==> src/rtl/ps2_key_decoder.sv <==
// PS/2 keyboard receiver: synchronizes and deglitches the raw lines, deframes
// bytes, and folds E0/F0/E1 prefixes into the 11-bit ps2_key event word.
module ps2_key_decoder #(
  parameter int FILTER  = 8,
  parameter int TIMEOUT = 50000
) (
  input  logic        clk_sys,
  input  logic        reset,
  input  logic        ps2_clk,
  input  logic        ps2_dat,
  output logic [10:0] ps2_key,
  output logic        err
);

  localparam int FW = (FILTER < 2) ? 1 : $clog2(FILTER);
  localparam int TW = ($clog2(TIMEOUT + 1) > 16) ? $clog2(TIMEOUT + 1) : 16;

  typedef enum logic [1:0] {S_IDLE, S_DATA, S_PARITY, S_STOP} state_t;

  // Index 0 carries the clock line, index 1 the data line.
  logic [1:0]    sync1_q, sync2_q, filt_q;
  logic [FW-1:0] cnt_q [2];
  logic          clk_prev_q;

  state_t        state_q;
  logic [2:0]    bitcnt_q;
  logic [7:0]    shreg_q;
  logic [7:0]    shreg_d;
  logic          par_q;
  logic [TW-1:0] tmo_q;
  logic          ext_q, rel_q;
  logic [2:0]    skip_q;
  logic [10:0]   key_q;
  logic          err_q;

  logic clk_fall, dat_f;

  // NOTE: every sequential block uses non-blocking assignments so all flops
  // update from the same pre-edge values regardless of statement order.
  always_ff @(posedge clk_sys) begin
    if (reset) begin
      sync1_q    <= '1;
      sync2_q    <= '1;
      filt_q     <= '1;
      cnt_q[0]   <= '0;
      cnt_q[1]   <= '0;
      clk_prev_q <= 1'b1;
    end else begin
      sync1_q    <= {ps2_dat, ps2_clk};
      sync2_q    <= sync1_q;
      clk_prev_q <= filt_q[0];
      for (int i = 0; i < 2; i++) begin
        if (sync2_q[i] != filt_q[i]) begin
          if (cnt_q[i] == FW'(FILTER - 1)) begin
            filt_q[i] <= sync2_q[i];
            cnt_q[i]  <= '0;
          end else begin
            cnt_q[i] <= cnt_q[i] + 1'b1;
          end
        end else begin
          cnt_q[i] <= '0;
        end
      end
    end
  end

  // The falling edge is seen one cycle after the filtered clock drops.
  assign clk_fall = clk_prev_q & ~filt_q[0];
  assign dat_f    = filt_q[1];
  assign shreg_d  = {dat_f, shreg_q[7:1]};

  always_ff @(posedge clk_sys) begin
    if (reset) begin
      state_q  <= S_IDLE;
      bitcnt_q <= '0;
      shreg_q  <= '0;
      par_q    <= 1'b0;
      tmo_q    <= '0;
      ext_q    <= 1'b0;
      rel_q    <= 1'b0;
      skip_q   <= '0;
      key_q    <= '0;
      err_q    <= 1'b0;
    end else begin
      err_q <= 1'b0;
      if (clk_fall) begin
        tmo_q <= '0;
        case (state_q)
          S_IDLE: begin
            if (!dat_f) begin
              state_q  <= S_DATA;
              bitcnt_q <= '0;
            end else begin
              err_q <= 1'b1;
            end
          end
          S_DATA: begin
            shreg_q  <= shreg_d;
            bitcnt_q <= bitcnt_q + 1'b1;
            if (bitcnt_q == 3'd7) state_q <= S_PARITY;
          end
          S_PARITY: begin
            par_q   <= dat_f;
            state_q <= S_STOP;
          end
          S_STOP: begin
            state_q <= S_IDLE;
            if (dat_f && (^{shreg_q, par_q})) begin
              if (skip_q != 3'd0) begin
                skip_q <= skip_q - 1'b1;
              end else if (shreg_q == 8'hE1) begin
                skip_q <= 3'd7;  // rest of the Pause sequence carries no key
              end else if (shreg_q == 8'hE0) begin
                ext_q <= 1'b1;
              end else if (shreg_q == 8'hF0) begin
                rel_q <= 1'b1;
              end else begin
                key_q <= {~key_q[10], ~rel_q, ext_q, shreg_q};
                ext_q <= 1'b0;
                rel_q <= 1'b0;
              end
            end else begin
              err_q <= 1'b1;
              ext_q <= 1'b0;
              rel_q <= 1'b0;
            end
          end
          default: state_q <= S_IDLE;
        endcase
      end else if (state_q != S_IDLE) begin
        if (tmo_q == TW'(TIMEOUT)) begin
          state_q  <= S_IDLE;
          bitcnt_q <= '0;
          shreg_q  <= '0;
          tmo_q    <= '0;
          err_q    <= 1'b1;
          ext_q    <= 1'b0;
          rel_q    <= 1'b0;
        end else begin
          tmo_q <= tmo_q + 1'b1;
        end
      end else begin
        tmo_q <= '0;
      end
    end
  end

  assign ps2_key = key_q;
  assign err     = err_q;

endmodule

==> config.mk <==
export PLATFORM = sky130hd
export DESIGN_NAME = ps2_key_decoder
export DESIGN_NICKNAME = d
export VERILOG_FILES = /design/src/rtl/ps2_key_decoder.sv
export SDC_FILE = /design/constraint.sdc
export NUM_CORES = 1
export LEC_CHECK = 0
export BUFFER_PORTS_ARGS = -buffer_cell sky130_fd_sc_hd__buf_2
export CORE_AREA = 2 2 101 103
export CTS_CLUSTER_DIAMETER = 80
export CTS_CLUSTER_SIZE = 8
export DETAILED_ROUTE_END_ITERATION = 7
export DIE_AREA = 0 0 103 105
export GPL_TIMING_DRIVEN = 0
export PLACE_DENSITY_LB_ADDON = 0.15
export SYNTH_ARGS = -nofsm -noshare
export SYNTH_HDL_FRONTEND = slang
export SYNTH_SLANG_ARGS = --single-unit
export TNS_END_PERCENT = 20
==> constraint.sdc <==
create_clock -name clk_sys -period 2.6 [get_ports clk_sys]
set_input_delay 0 -clock clk_sys [delete_from_list [all_inputs] [get_ports clk_sys]]
set_output_delay 0 -clock clk_sys [all_outputs]
set_load 0.05 [all_outputs]
==> results of run 1 <==
## routing by layer
| metal | vias to the layer above | wire [um] | part of all wire (%) |
|---|---|---|---|
| met3 | 10 | 215 | 3.8 |
| met1 | 966 | 2950 | 53 |
| met4 | 0 | 112 | 2.0 |
| met5 | - | 0 | 0 |
| li1 | 1083 | - | - |
| met2 | 31 | 2320 | 41 |
## what timing repair did
item | in CTS | in global routing
hold endpoints to repair | 2 | 0
resized for setup | 0 | 0
hold buffers | 2 | 0
endpoints found under the setup margin | 0 | 0
## state kept, by name, indices dropped and copies added, names as in the netlist
name and flops:
tmo_q 16, sync2_q 2, par_q 1, cnt_q 6, clk_prev_q 1, rel_q 1, sync1_q 2, bitcnt_q 3
skip_q 3, shreg_q 8, ext_q 1, filt_q 2, state_q 2, ps2_key 11, err 1
## worst max-delay path, delay by kind of cell, from the launching register on
family	cells	cell delay (ns)
fa+ha+maj	1	0.13
simple gates	3	0.59
buf+inv	1	0.06
flops	1	0.33
mux	1	0.26
compound gates	1	0.61
## final timing paths
path | start | end | slack [ns] | cells past startpoint
max | tmo_q[0]$_SDFF_PP0_ | bitcnt_q[2]$_SDFFE_PP0P_ | 0.48 | 7
min | reset | skip_q[0]$_SDFFE_PP0P_ | 0.23 | 3
max reg2reg | tmo_q[0]$_SDFF_PP0_ | bitcnt_q[2]$_SDFFE_PP0P_ | 0.48 | 7
min reg2reg | sync1_q[1]$_SDFF_PP1_ | sync2_q[1]$_SDFF_PP1_ | 0.41 | 1
## power by group through the flow
stage,Combinational (W),Sequential [W],Clock (W)
2_1_floorplan,0.0000253,0.000967,0
3_3_place_gp,0.0000369,0.000967,0
3_5_place_dp,0.0000370,0.000967,0
4_1_cts,0.0000394,0.000946,0.000930
5_1_grt,0.0000447,0.000946,0.000974
6_report,0.0000386,0.000946,0.000895
## cells in the final DEF, fill, tap and decap left out, types with 3 or more instances in the layout
master | netlist | routed
sky130_fd_sc_hd__xor2_1 | 8 | 8
sky130_fd_sc_hd__clkbuf_8 | 0 | 10
sky130_fd_sc_hd__and2_1 | 7 | 7
sky130_fd_sc_hd__nor4bb_1 | 3 | 3
sky130_fd_sc_hd__nor2b_1 | 5 | 5
sky130_fd_sc_hd__nand2_1 | 21 | 21
sky130_fd_sc_hd__ha_1 | 14 | 14
sky130_fd_sc_hd__nand4_1 | 3 | 3
sky130_fd_sc_hd__inv_1 | 9 | 9
sky130_fd_sc_hd__xnor2_1 | 12 | 12
sky130_fd_sc_hd__clkbuf_1 | 9 | 11
sky130_fd_sc_hd__dfxtp_1 | 54 | 54
sky130_fd_sc_hd__a21oi_1 | 14 | 14
sky130_fd_sc_hd__mux2i_1 | 12 | 12
sky130_fd_sc_hd__nand3b_1 | 3 | 3
sky130_fd_sc_hd__or2_2 | 7 | 7
sky130_fd_sc_hd__nor4_1 | 3 | 3
sky130_fd_sc_hd__a211o_1 | 3 | 3
sky130_fd_sc_hd__nor2_1 | 35 | 35
sky130_fd_sc_hd__o21ai_0 | 4 | 4
sky130_fd_sc_hd__nor3_1 | 6 | 6
sky130_fd_sc_hd__conb_1 | 1 | 6
sky130_fd_sc_hd__nand3_1 | 20 | 20
sky130_fd_sc_hd__edfxtp_1 | 6 | 6
sky130_fd_sc_hd__nand2b_1 | 3 | 3
sky130_fd_sc_hd__buf_2 | 1 | 15
sky130_fd_sc_hd__and3_1 | 7 | 7
## stage by stage
stage / util, % / instances
final: 34.5 / 465
after global routing: 34.5 / 465
after CTS: 34.5 / 465
after detailed placement: 32.1 / 447
after global placement: 32.1 / 447
after floorplan: - / 300
## area by class of cell
cell class	count	share of cell area, %
Multi-Input combinational cell	219	45.3
Sequential cell	60	37.9
Inverter	9	1.02
Timing Repair Buffer	16	2.71
Clock inverter	3	1.32
Tap cell	133	5.00
Buffer	12	1.62
Clock buffer	13	5.11
## cell families after synthesis
kind of cell	count (synthesis)
xor gates and xnor gates	24
muxes	13
buffers and inverters	21
other	1
adders and majority gates	14
DFF	60
AOI/OAI and AO/OA	33
and+or+nand+nor	129
==> impl_metrics.prom, run 1 <==
# TYPE chip_impl_metric gauge
chip_impl_info{name="endpoint_kind",value="register"} 1
chip_impl_metric{name="remaining_drc_errors",unit=""} 0
chip_impl_info{name="top_usage_layer_grt",value="met1"} 1
chip_impl_metric{name="finalInstanceArea",unit="um^2"} 3330
chip_impl_metric{name="via_per_inst",unit=""} 4.49
chip_impl_metric{name="timing_hold_violations_final",unit=""} 0
chip_impl_metric{name="critPathRequiredTime",unit="ns"} 2.80
chip_impl_metric{name="share_of_synthesized_cell_area_in_full_adder_half_adder_and_majority_cells",unit="%"} 6.17
chip_impl_metric{name="worst_skew_late_latency",unit="ns"} 0.34
chip_impl_info{name="ys_top_cells_by_area",value="sky130_fd_sc_hd__dfxtp_1 (38%), sky130_fd_sc_hd__edfxtp_1 (6.3%), sky130_fd_sc_hd__ha_1 (6.2%), sky130_fd_sc_hd__nor2_1 (4.6%), sky130_fd_sc_hd__mux2i_1 (4.2%)"} 1
chip_impl_metric{name="fin_ws",unit="ns"} 0.485
chip_impl_metric{name="global_route.usage.met3",unit="%"} 3.61
chip_impl_metric{name="drive_gt1_share",unit="%"} 13.0
chip_impl_metric{name="number_of_cells_produced_by_synthesis",unit=""} 295
chip_impl_metric{name="syn_area_per_cell",unit="um^2"} 9.62
chip_impl_metric{name="power_frac_comb",unit="%"} 2.1
chip_impl_metric{name="max-cap-violations",unit=""} 0
chip_impl_metric{name="drt_iter0_markers",unit=""} 65
chip_impl_metric{name="fillers",unit=""} 1031
chip_impl_metric{name="final-setup-viol-count",unit=""} 0
chip_impl_metric{name="cell_internal_pwr",unit="W"} 0.00148
chip_impl_metric{name="die_width",unit="um"} 103
chip_impl_metric{name="fp-row-count",unit=""} 36
chip_impl_info{name="post_synth_most_frequent_cells",value="sky130_fd_sc_hd__dfxtp_1 (54), sky130_fd_sc_hd__nor2_1 (35), sky130_fd_sc_hd__nand2_1 (21), sky130_fd_sc_hd__nand3_1 (20)"} 1
chip_impl_metric{name="synth_top_cell_area_share",unit="%"} 38.1
chip_impl_metric{name="postSynthRegisterBits",unit=""} 60
chip_impl_metric{name="grt_pass1_wl",unit="mm"} 9.37
chip_impl_metric{name="routed_wirelength",unit="mm"} 5.60
chip_impl_metric{name="insertedDiodeCount",unit=""} 0
chip_impl_metric{name="synth_compound_gate_area_share",unit="%"} 8.20
chip_impl_metric{name="dp_worst_setup_slack",unit="ns"} 0.505
chip_impl_metric{name="initial_utilization",unit="%"} 29.4
chip_impl_metric{name="post_cts_repair_setup_buffers",unit=""} 0
chip_impl_info{name="unrepaired_setup_endpoints_after_global_routing",value="no"} 1
chip_impl_metric{name="synth-simple-area-share",unit="%"} 23.3
chip_impl_metric{name="power.share.sequential",unit="%"} 50.3
chip_impl_metric{name="relSlewSlack",unit="%"} 55.7
chip_impl_metric{name="final.setup_skew",unit="ns"} 0.0161
chip_impl_metric{name="number_of_global_route_vias_before_repair",unit=""} 1926
chip_impl_metric{name="report.power.total",unit="W"} 0.00188
chip_impl_metric{name="drt.antenna.violating_nets",unit=""} 0
chip_impl_metric{name="combined_area_of_all_synthesized_cells",unit="um^2"} 2840
chip_impl_info{name="synth_top_family_by_area",value="simple AND/OR/NAND/NOR gates"} 1
chip_impl_metric{name="part_of_the_power_in_the_clock_network",unit="%"} 47.6
chip_impl_metric{name="max_stage_delay",unit="ns"} 0.61
chip_impl_metric{name="max_freq",unit="MHz"} 473
chip_impl_info{name="synthDominantAreaCellType",value="sky130_fd_sc_hd__dfxtp_1"} 1
chip_impl_metric{name="htree_levels",unit=""} 3
chip_impl_info{name="timing.hold.worst.class",value="primary input to register"} 1
chip_impl_metric{name="clock_tree.buffer_depth",unit=""} 2
chip_impl_info{name="clock_tree_from_tritoncts",value="built"} 1
chip_impl_metric{name="clk_transition_reported_paths",unit="ns"} 0.07
chip_impl_metric{name="floorplan.core_area",unit="um^2"} 9640
chip_impl_metric{name="synthArstFlopShare",unit="%"} 0
chip_impl_metric{name="max-vdd-ir-drop",unit="V"} 0.000237
chip_impl_metric{name="synth-seq-area-share",unit="%"} 44.4
chip_impl_metric{name="synthToLayoutAreaGrowth",unit="%"} 17.2
chip_impl_metric{name="met2_track_usage_gr",unit="%"} 15.3
chip_impl_metric{name="i_o_pin_cnt",unit=""} 16
chip_impl_metric{name="place.detailed.hpwl",unit="mm"} 3.97
chip_impl_metric{name="grt_remaining_overflow",unit=""} 0
chip_impl_info{name="startpoint_type",value="register"} 1
chip_impl_metric{name="holdWs",unit="ns"} 0.228
chip_impl_metric{name="chipHeight",unit="um"} 105
chip_impl_info{name="clock_tree.root_cell",value="sky130_fd_sc_hd__clkbuf_8"} 1
chip_impl_metric{name="timing.critical_path.arrival",unit="ns"} 2.32
chip_impl_metric{name="cts-buffers-inserted",unit=""} 9
chip_impl_info{name="yosys_most_used_dff",value="sky130_fd_sc_hd__dfxtp_1"} 1
chip_impl_metric{name="drtPass1Iterations",unit=""} 4
chip_impl_metric{name="p_sw_share",unit="%"} 21.0
chip_impl_metric{name="avgRoutedWirePerCell",unit="um"} 12.0
chip_impl_metric{name="max_slew.worst_pin.slew",unit="ns"} 0.657
chip_impl_metric{name="grt_util_met1",unit="%"} 16.0
chip_impl_metric{name="design.final.nets",unit=""} 345
chip_impl_metric{name="gp_congestion",unit=""} 0.710
chip_impl_metric{name="placed_area",unit="um^2"} 3090
chip_impl_info{name="crit_path_cells",value="inv_1, ha_1, nor4bb_1, nand4_1, o21ai_0, mux2i_1, nor2_1"} 1
chip_impl_info{name="worstSetupPathType",value="register to register"} 1
chip_impl_metric{name="port_buffers",unit=""} 14
chip_impl_metric{name="grt_use_total",unit="%"} 11.4
chip_impl_metric{name="switchingPower",unit="W"} 0.000394
chip_impl_metric{name="pins_over_slew_limit",unit=""} 0
chip_impl_metric{name="total_power_density_per_cell_area",unit="nW/um^2"} 565
chip_impl_metric{name="tritoncts_num_sinks",unit=""} 60
chip_impl_metric{name="storage_element_area",unit="um^2"} 1260
chip_impl_metric{name="yosys.cell_types.count",unit=""} 46
chip_impl_metric{name="area_of_the_multi_input_gates",unit="um^2"} 1510
chip_impl_info{name="most_numerous_cell_in_the_yosys_netlist",value="sky130_fd_sc_hd__dfxtp_1"} 1
chip_impl_metric{name="finalSetupTns",unit="ns"} 0
chip_impl_metric{name="grt_start_max_net_pins",unit=""} 12
chip_impl_metric{name="critPathMaxFanout",unit=""} 5
chip_impl_metric{name="die-area",unit="um^2"} 10800
chip_impl_metric{name="period_minus_slack",unit="ns"} 2.12
chip_impl_metric{name="final_min_period_over_clock_period",unit="%"} 81.4
chip_impl_metric{name="yosysWarningCount",unit=""} 0
chip_impl_metric{name="number_of_antenna_violations_at_the_first_check_in_global_routing",unit=""} 0
chip_impl_metric{name="pleak",unit="nW"} 1.29
chip_impl_info{name="outcome",value="finished, final reports clean"} 1
chip_impl_metric{name="synth.area.mux_share",unit="%"} 5.03
chip_impl_info{name="crit_slowest_cell",value="sky130_fd_sc_hd__o21ai_0"} 1
chip_impl_metric{name="synth-xor-area-share",unit="%"} 9.61
chip_impl_metric{name="synth_enable_flop_cells",unit=""} 6
chip_impl_metric{name="route.vias.total",unit=""} 2090
Power figures use the tool's default switching activity.
==> run 2, diff against run 1 <==
==> constraint.sdc (replaced) <==
create_clock -name clk_sys -period 1.95 [get_ports clk_sys]
set_input_delay 0 -clock clk_sys [delete_from_list [all_inputs] [get_ports clk_sys]]
set_output_delay 0 -clock clk_sys [all_outputs]
set_load 0.05 [all_outputs]
==> run 2 against run 1 <==
Effect of this change: total power rose by 33%; utilization rose by 2.0 points; clock skew fell by 0.00064 ns.
==> impl_metrics.prom, run 2 (same netlist as run 1, synthesis figures left out) <==
# TYPE chip_impl_metric gauge
chip_impl_metric{name="chipHeight",unit="um"} 105
chip_impl_info{name="outcome",value="finished, final reports clean"} 1
chip_impl_metric{name="initial_utilization",unit="%"} 29.4
chip_impl_metric{name="max_freq",unit="MHz"} 518
chip_impl_metric{name="dp_worst_setup_slack",unit="ns"} -0.145
chip_impl_metric{name="die_width",unit="um"} 103
chip_impl_metric{name="avgRoutedWirePerCell",unit="um"} 12.2
chip_impl_metric{name="power_frac_comb",unit="%"} 2.0
chip_impl_metric{name="grt_util_met1",unit="%"} 16.0
chip_impl_metric{name="route.vias.total",unit=""} 2143
chip_impl_metric{name="grt_pass1_wl",unit="mm"} 9.40
chip_impl_metric{name="met2_track_usage_gr",unit="%"} 15.4
chip_impl_metric{name="fin_ws",unit="ns"} 0.0200
chip_impl_metric{name="holdWs",unit="ns"} 0.232
chip_impl_info{name="r2r_start",value="shreg_q[0]$_SDFFE_PP0P_"} 1
chip_impl_metric{name="die-area",unit="um^2"} 10800
chip_impl_metric{name="cell_internal_pwr",unit="W"} 0.00198
chip_impl_metric{name="final-setup-viol-count",unit=""} 0
chip_impl_info{name="worstSetupStartpoint",value="shreg_q[0]$_SDFFE_PP0P_"} 1
chip_impl_metric{name="drtPass1Iterations",unit=""} 5
chip_impl_metric{name="report.power.total",unit="W"} 0.00250
chip_impl_metric{name="port_buffers",unit=""} 14
chip_impl_metric{name="drive_gt1_share",unit="%"} 20.8
chip_impl_metric{name="design.final.nets",unit=""} 355
chip_impl_metric{name="critPathRequiredTime",unit="ns"} 2.17
chip_impl_info{name="clock_tree.root_cell",value="sky130_fd_sc_hd__clkbuf_8"} 1
chip_impl_metric{name="gp_congestion",unit=""} 0.710
chip_impl_metric{name="via_per_inst",unit=""} 4.51
chip_impl_info{name="regToRegEndpoint",value="ps2_key[6]$_SDFFE_PP0P_"} 1
chip_impl_metric{name="i_o_pin_cnt",unit=""} 16
chip_impl_metric{name="number_of_antenna_violations_at_the_first_check_in_global_routing",unit=""} 0
chip_impl_metric{name="period_minus_slack",unit="ns"} 1.93
chip_impl_metric{name="synthToLayoutAreaGrowth",unit="%"} 24.1
chip_impl_info{name="most-common-layout-cells",value="sky130_fd_sc_hd__dfxtp_1 (46), sky130_fd_sc_hd__nor2_1 (35), sky130_fd_sc_hd__nand2_1 (21)"} 1
chip_impl_metric{name="fp-row-count",unit=""} 36
chip_impl_metric{name="final-instance-count-excl-fill",unit=""} 475
chip_impl_metric{name="grt_start_max_net_pins",unit=""} 12
chip_impl_info{name="startpoint_type",value="register"} 1
chip_impl_info{name="endpoint_kind",value="register"} 1
chip_impl_metric{name="max_slew.worst_pin.slew",unit="ns"} 0.576
chip_impl_metric{name="clock_tree.buffer_depth",unit=""} 2
chip_impl_metric{name="routed_wirelength",unit="mm"} 5.80
chip_impl_metric{name="timing.critical_path.arrival",unit="ns"} 2.15
chip_impl_metric{name="drt.antenna.violating_nets",unit=""} 0
chip_impl_info{name="crit_end",value="ps2_key[6]$_SDFFE_PP0P_"} 1
chip_impl_metric{name="layout.core_utilization",unit="%"} 36.5
chip_impl_info{name="unrepaired_setup_endpoints_after_global_routing",value="yes"} 1
chip_impl_metric{name="clk_transition_reported_paths",unit="ns"} 0.07
chip_impl_metric{name="r2r_slack",unit="ns"} 0.02
chip_impl_metric{name="fillers",unit=""} 1025
chip_impl_info{name="worstSetupPathType",value="register to register"} 1
chip_impl_metric{name="switchingPower",unit="W"} 0.000527
chip_impl_info{name="clock_tree_from_tritoncts",value="built"} 1
chip_impl_metric{name="part_of_the_power_in_the_clock_network",unit="%"} 47.7
chip_impl_info{name="top_usage_layer_grt",value="met1"} 1
chip_impl_metric{name="tritoncts_num_sinks",unit=""} 60
chip_impl_metric{name="p_sw_share",unit="%"} 21.0
chip_impl_metric{name="dp_cells",unit=""} 447
chip_impl_metric{name="floorplan.core_area",unit="um^2"} 9640
chip_impl_info{name="layout.cells.most_common",value="sky130_fd_sc_hd__dfxtp_1"} 1
chip_impl_metric{name="drt_iter0_markers",unit=""} 60
chip_impl_metric{name="cts-buffers-inserted",unit=""} 9
chip_impl_info{name="timing.hold.worst.class",value="primary input to register"} 1
chip_impl_metric{name="number_of_global_route_vias_before_repair",unit=""} 1928
chip_impl_metric{name="timing_hold_violations_final",unit=""} 0
chip_impl_metric{name="worst-r2r-cell-count",unit=""} 6
chip_impl_metric{name="max-cap-violations",unit=""} 0
chip_impl_metric{name="pins_over_slew_limit",unit=""} 0
chip_impl_metric{name="insertedDiodeCount",unit=""} 0
chip_impl_metric{name="worst_skew_late_latency",unit="ns"} 0.34
chip_impl_metric{name="htree_levels",unit=""} 3
chip_impl_metric{name="final.setup_skew",unit="ns"} 0.0154
chip_impl_metric{name="relSlewSlack",unit="%"} 61.6
chip_impl_metric{name="global_route.usage.met3",unit="%"} 3.61
chip_impl_metric{name="total_power_density_per_cell_area",unit="nW/um^2"} 711
chip_impl_metric{name="power.share.sequential",unit="%"} 50.3
chip_impl_metric{name="max-vdd-ir-drop",unit="V"} 0.000315
chip_impl_metric{name="grt_use_total",unit="%"} 11.4
chip_impl_metric{name="pleak",unit="nW"} 1.38
chip_impl_metric{name="largest_register_ffs",unit=""} 16
chip_impl_metric{name="place.detailed.hpwl",unit="mm"} 3.97
chip_impl_metric{name="grt_remaining_overflow",unit=""} 0
chip_impl_info{name="regMostFlops",value="tmo_q"} 1
chip_impl_metric{name="final_min_period_over_clock_period",unit="%"} 99.0
chip_impl_metric{name="remaining_drc_errors",unit=""} 0
chip_impl_metric{name="critPathMaxFanout",unit=""} 5
[run 2: final cells by class]
class,instances,area (um^2),share of cell area (%)
multi-input cells,219,1570,44.6
flip-flops and latches,60,1280,36.2
repair buffers,27,203,5.75
clock buffers,13,170,4.83
well taps,133,166,4.72
plain buffers,11,58.8,1.67
clock inverters,3,43.8,1.24
inverters,9,33.8,0.959
[run 2: repair_timing]
| item | in CTS | in global routing |
|---|---|---|
| endpoints found under the hold margin | 2 | 0 |
| buffers inserted | 1 | 9 |
| hold buffers | 2 | 0 |
| cloned | 0 | 1 |
| endpoints found under the setup margin | 36 | 34 |
| resized for setup | 14 | 13 |
| pin swaps | 3 | 7 |
[run 2: worst min-delay path by stage]
stage / endpoint / cells past startpoint / slack (ns) / startpoint
after CTS: skip_q[0]$_SDFFE_PP0P_ / 3 / 0.24 / reset
after floorplan: sync1_q[0]$_SDFF_PP1_ / 1 / 0.10 / ps2_clk
after global placement: sync1_q[1]$_SDFF_PP1_ / 2 / 0.18 / ps2_dat
after detailed placement: sync1_q[1]$_SDFF_PP1_ / 2 / 0.19 / ps2_dat
final: skip_q[0]$_SDFFE_PP0P_ / 3 / 0.23 / reset
after global routing: skip_q[0]$_SDFFE_PP0P_ / 3 / 0.29 / reset
[run 2: power groups by stage]
stage | Clock, W | Sequential [W] | Combinational, W
after floorplan | 0 | 0.00129 | 0.0000338
after global placement | 0 | 0.00129 | 0.0000492
after detailed placement | 0 | 0.00129 | 0.0000493
after CTS | 0.00124 | 0.00126 | 0.0000510
after global routing | 0.00130 | 0.00126 | 0.0000582
final | 0.00119 | 0.00126 | 0.0000502
[run 2: per-stage QoR]
step                TNS [ns]  area (um^2)
finish                     0         3520
global route          -0.444         3520
CTS                   -0.178         3370
detailed placement     -3.06         3090
global placement       -2.99         3090
floorplan                  0         2860
[run 2: per-layer routing]
metal,up-vias,wire length [um]
met5,-,0
met2,29,2470
met1,1005,3040
met3,9,187
met4,0,94
li1,1100,-
[run 2: critical path: stages, from the launching register on]
cell                        delay (ns)
sky130_fd_sc_hd__dfxtp_4          0.37
sky130_fd_sc_hd__xor2_2           0.18
sky130_fd_sc_hd__xnor3_2          0.46
sky130_fd_sc_hd__mux2i_4          0.36
sky130_fd_sc_hd__clkbuf_16        0.21
sky130_fd_sc_hd__mux2i_1          0.17
sky130_fd_sc_hd__nor2_1           0.05
==> run 3, diff against run 2 <==
--- a/config.mk
+++ b/config.mk
@@ -6,13 +6,14 @@
 export NUM_CORES = 1
 export LEC_CHECK = 0
 export BUFFER_PORTS_ARGS = -buffer_cell sky130_fd_sc_hd__buf_2
-export CORE_AREA = 2 2 101 103
+export CORE_AREA = 2 2 141 74
 export CTS_CLUSTER_DIAMETER = 80
 export CTS_CLUSTER_SIZE = 8
 export DETAILED_ROUTE_END_ITERATION = 7
-export DIE_AREA = 0 0 103 105
+export DIE_AREA = 0 0 143 76
 export GPL_TIMING_DRIVEN = 0
 export PLACE_DENSITY_LB_ADDON = 0.15
+export SKIP_LAST_GASP = 1
 export SYNTH_ARGS = -nofsm -noshare
 export SYNTH_HDL_FRONTEND = slang
 export SYNTH_SLANG_ARGS = --single-unit
==> run 3 against run 2 <==
Effect of this change: utilization fell by 0.56 points; total power rose by 10%; count of clock-buffer cells in the layout down 2; routed wire length grew 8.9%; critical path depth increased by 2; largest cell class unchanged; cell count is the same; register-to-register slack better by 0.02 ns; setup slack better by 0.019 ns.
==> impl_metrics.prom, run 3 (same netlist as run 1, synthesis figures left out) <==
# TYPE chip_impl_metric gauge
chip_impl_info{name="outcome",value="finished, final reports clean"} 1
chip_impl_metric{name="final_min_period_over_clock_period",unit="%"} 98.0
chip_impl_metric{name="remaining_drc_errors",unit=""} 0
chip_impl_metric{name="chipHeight",unit="um"} 76
chip_impl_metric{name="i_o_pin_cnt",unit=""} 16
chip_impl_metric{name="finalInstanceArea",unit="um^2"} 3520
chip_impl_metric{name="pleak",unit="nW"} 1.35
chip_impl_metric{name="gp_congestion",unit=""} 0.761
chip_impl_metric{name="area_of_the_multi_input_gates",unit="um^2"} 1590
chip_impl_metric{name="timing_hold_violations_final",unit=""} 0
chip_impl_metric{name="final-setup-viol-count",unit=""} 0
chip_impl_metric{name="drtPass1Iterations",unit=""} 4
chip_impl_metric{name="storage_element_area",unit="um^2"} 1270
chip_impl_metric{name="critPathMaxFanout",unit=""} 10
chip_impl_metric{name="clk_transition_reported_paths",unit="ns"} 0.05
chip_impl_metric{name="fillers",unit=""} 995
chip_impl_metric{name="place.detailed.hpwl",unit="mm"} 4.55
chip_impl_metric{name="via_per_inst",unit=""} 4.56
chip_impl_metric{name="clock_tree.buffer_depth",unit=""} 2
chip_impl_metric{name="design.final.nets",unit=""} 348
chip_impl_metric{name="period_minus_slack",unit="ns"} 1.91
chip_impl_metric{name="relSlewSlack",unit="%"} 59.2
chip_impl_info{name="clock_tree_from_tritoncts",value="built"} 1
chip_impl_info{name="endpoint_kind",value="register"} 1
chip_impl_metric{name="drt_iter0_markers",unit=""} 161
chip_impl_metric{name="insertedDiodeCount",unit=""} 0
chip_impl_metric{name="layout.core_utilization",unit="%"} 36.0
chip_impl_metric{name="max-cap-violations",unit=""} 0
chip_impl_metric{name="total_power_density_per_cell_area",unit="nW/um^2"} 784
chip_impl_metric{name="max_freq",unit="MHz"} 523
chip_impl_metric{name="placed_area",unit="um^2"} 3100
chip_impl_info{name="layout.cells.most_common",value="sky130_fd_sc_hd__dfxtp_1"} 1
chip_impl_metric{name="grt_use_total",unit="%"} 12.9
chip_impl_metric{name="synthToLayoutAreaGrowth",unit="%"} 24.2
chip_impl_metric{name="port_buffers",unit=""} 14
chip_impl_metric{name="number_of_antenna_violations_at_the_first_check_in_global_routing",unit=""} 0
chip_impl_metric{name="worst_skew_late_latency",unit="ns"} 0.33
chip_impl_info{name="timing.hold.worst.class",value="primary input to register"} 1
chip_impl_metric{name="largest_register_ffs",unit=""} 16
chip_impl_metric{name="max_slew.worst_pin.slew",unit="ns"} 0.613
chip_impl_metric{name="number_of_global_route_vias_before_repair",unit=""} 2044
chip_impl_metric{name="timing.critical_path.arrival",unit="ns"} 2.11
chip_impl_metric{name="final.setup_skew",unit="ns"} 0.00635
chip_impl_metric{name="drt.antenna.violating_nets",unit=""} 0
chip_impl_metric{name="drive_gt1_share",unit="%"} 19.4
chip_impl_metric{name="routed_wirelength",unit="mm"} 6.31
chip_impl_info{name="regMostFlops",value="tmo_q"} 1
chip_impl_metric{name="fp-row-count",unit=""} 26
chip_impl_metric{name="grt_start_max_net_pins",unit=""} 12
chip_impl_info{name="worstSetupPathType",value="register to register"} 1
chip_impl_metric{name="cts-buffers-inserted",unit=""} 9
chip_impl_metric{name="grt_pass1_wl",unit="mm"} 10.7
chip_impl_metric{name="max-vdd-ir-drop",unit="V"} 0.000474
chip_impl_metric{name="critPathRequiredTime",unit="ns"} 2.15
chip_impl_metric{name="pins_over_slew_limit",unit=""} 0
chip_impl_metric{name="avgRoutedWirePerCell",unit="um"} 13.3
chip_impl_metric{name="tritoncts_num_sinks",unit=""} 60
chip_impl_metric{name="grt_remaining_overflow",unit=""} 0
chip_impl_metric{name="initial_utilization",unit="%"} 29.0
chip_impl_info{name="most-common-layout-cells",value="sky130_fd_sc_hd__dfxtp_1 (48), sky130_fd_sc_hd__nor2_1 (34), sky130_fd_sc_hd__nand2_1 (20), sky130_fd_sc_hd__nand3_1 (20), sky130_fd_sc_hd__buf_2 (15)"} 1
chip_impl_metric{name="htree_levels",unit=""} 3
chip_impl_info{name="unrepaired_setup_endpoints_after_global_routing",value="yes"} 1
chip_impl_metric{name="floorplan.core_area",unit="um^2"} 9790
chip_impl_metric{name="route.vias.total",unit=""} 2167
chip_impl_metric{name="worstHoldPathCells",unit=""} 3
chip_impl_metric{name="die_width",unit="um"} 143
chip_impl_info{name="clock_tree.root_cell",value="sky130_fd_sc_hd__clkbuf_16"} 1
chip_impl_metric{name="worst-r2r-cell-count",unit=""} 8
chip_impl_metric{name="die-area",unit="um^2"} 10900
chip_impl_info{name="startpoint_type",value="register"} 1
==> run 3: cell count changes in the layout (fill, tap and decap cells not counted), sizes merged <==
cell and change:
bufinv -1, clkbuf -3, clkinv +2, clkinvlp +1, buf -6
==> run 3: where the power goes <==
| part | switching (W) | leakage, nW | internal [W] |
|---|---|---|---|
| Sequential | 0.00000612 | 0.501 | 0.00126 |
| Clock | 0.000560 | 0.135 | 0.000883 |
| Combinational | 0.0000338 | 0.711 | 0.0000193 |
==> run 3: area by class of cell <==
cell class	instances	area share [%]
buffer	10	1.42
timing repair buffer	21	3.73
sequential	60	36.0
clock inverter	5	0.781
multi-input combinational	219	45.2
clock buffer	11	6.89
inverter	9	0.959
tap	140	4.97
==> run 3: path summary, 6_finish.rpt <==
path                                         startpoint                       to  slack, ns
worst max-delay path            state_q[0]$_SDFFE_PP0P_  ps2_key[5]$_SDFFE_PP0P_       0.04
worst min-delay path                              reset      tmo_q[1]$_SDFF_PP0_       0.29
worst max register to register  state_q[0]$_SDFFE_PP0P_  ps2_key[5]$_SDFFE_PP0P_       0.04
worst min register to register    sync1_q[0]$_SDFF_PP1_    sync2_q[0]$_SDFF_PP1_       0.41
==> run 3: stage by stage <==
stage | instances | hold slack (ns) | power (W) | setup slack [ns] | TNS (ns)
2_1_floorplan | 300 | 0.104 | 0.00132 | 0.0437 | 0
3_3_place_gp | 454 | 0.189 | 0.00134 | -0.255 | -7.08
3_5_place_dp | 454 | 0.191 | 0.00134 | -0.249 | -5.33
4_1_cts | 474 | 0.301 | 0.00281 | -0.0894 | -0.663
5_1_grt | 475 | 0.349 | 0.00287 | -0.0808 | -0.535
6_report | 475 | 0.291 | 0.00276 | 0.0385 | 0
==> run 3: routing by layer <==
metal / share of wire, % / vias up / global-route usage (%)
li1: - / 1084 / -
met1: 56 / 1024 / 19.3
met2: 37 / 47 / 15.8
met3: 5.0 / 12 / 4.90
met4: 2.0 / 0 / 5.94
met5: 0 / - / 0
==> run 3: repair_timing <==
| item | 4_1_cts | 5_1_grt |
|---|---|---|
| resized for setup | 7 | 21 |
| hold buffers | 2 | 0 |
| pin swaps | 4 | 1 |
| hold endpoints to repair | 2 | 0 |
| setup endpoints to repair | 39 | 39 |
| buffers inserted | 4 | 1 |
==> run 3: worst max-delay path: stages (launching register included) <==
cell                        delay, ns
sky130_fd_sc_hd__dfxtp_1         0.38
sky130_fd_sc_hd__ha_1            0.23
sky130_fd_sc_hd__nand4b_1        0.10
sky130_fd_sc_hd__buf_4           0.18
sky130_fd_sc_hd__a2111oi_4       0.37
sky130_fd_sc_hd__mux2i_4         0.13
sky130_fd_sc_hd__buf_6           0.17
sky130_fd_sc_hd__mux2i_1         0.15
sky130_fd_sc_hd__nor2_1          0.05
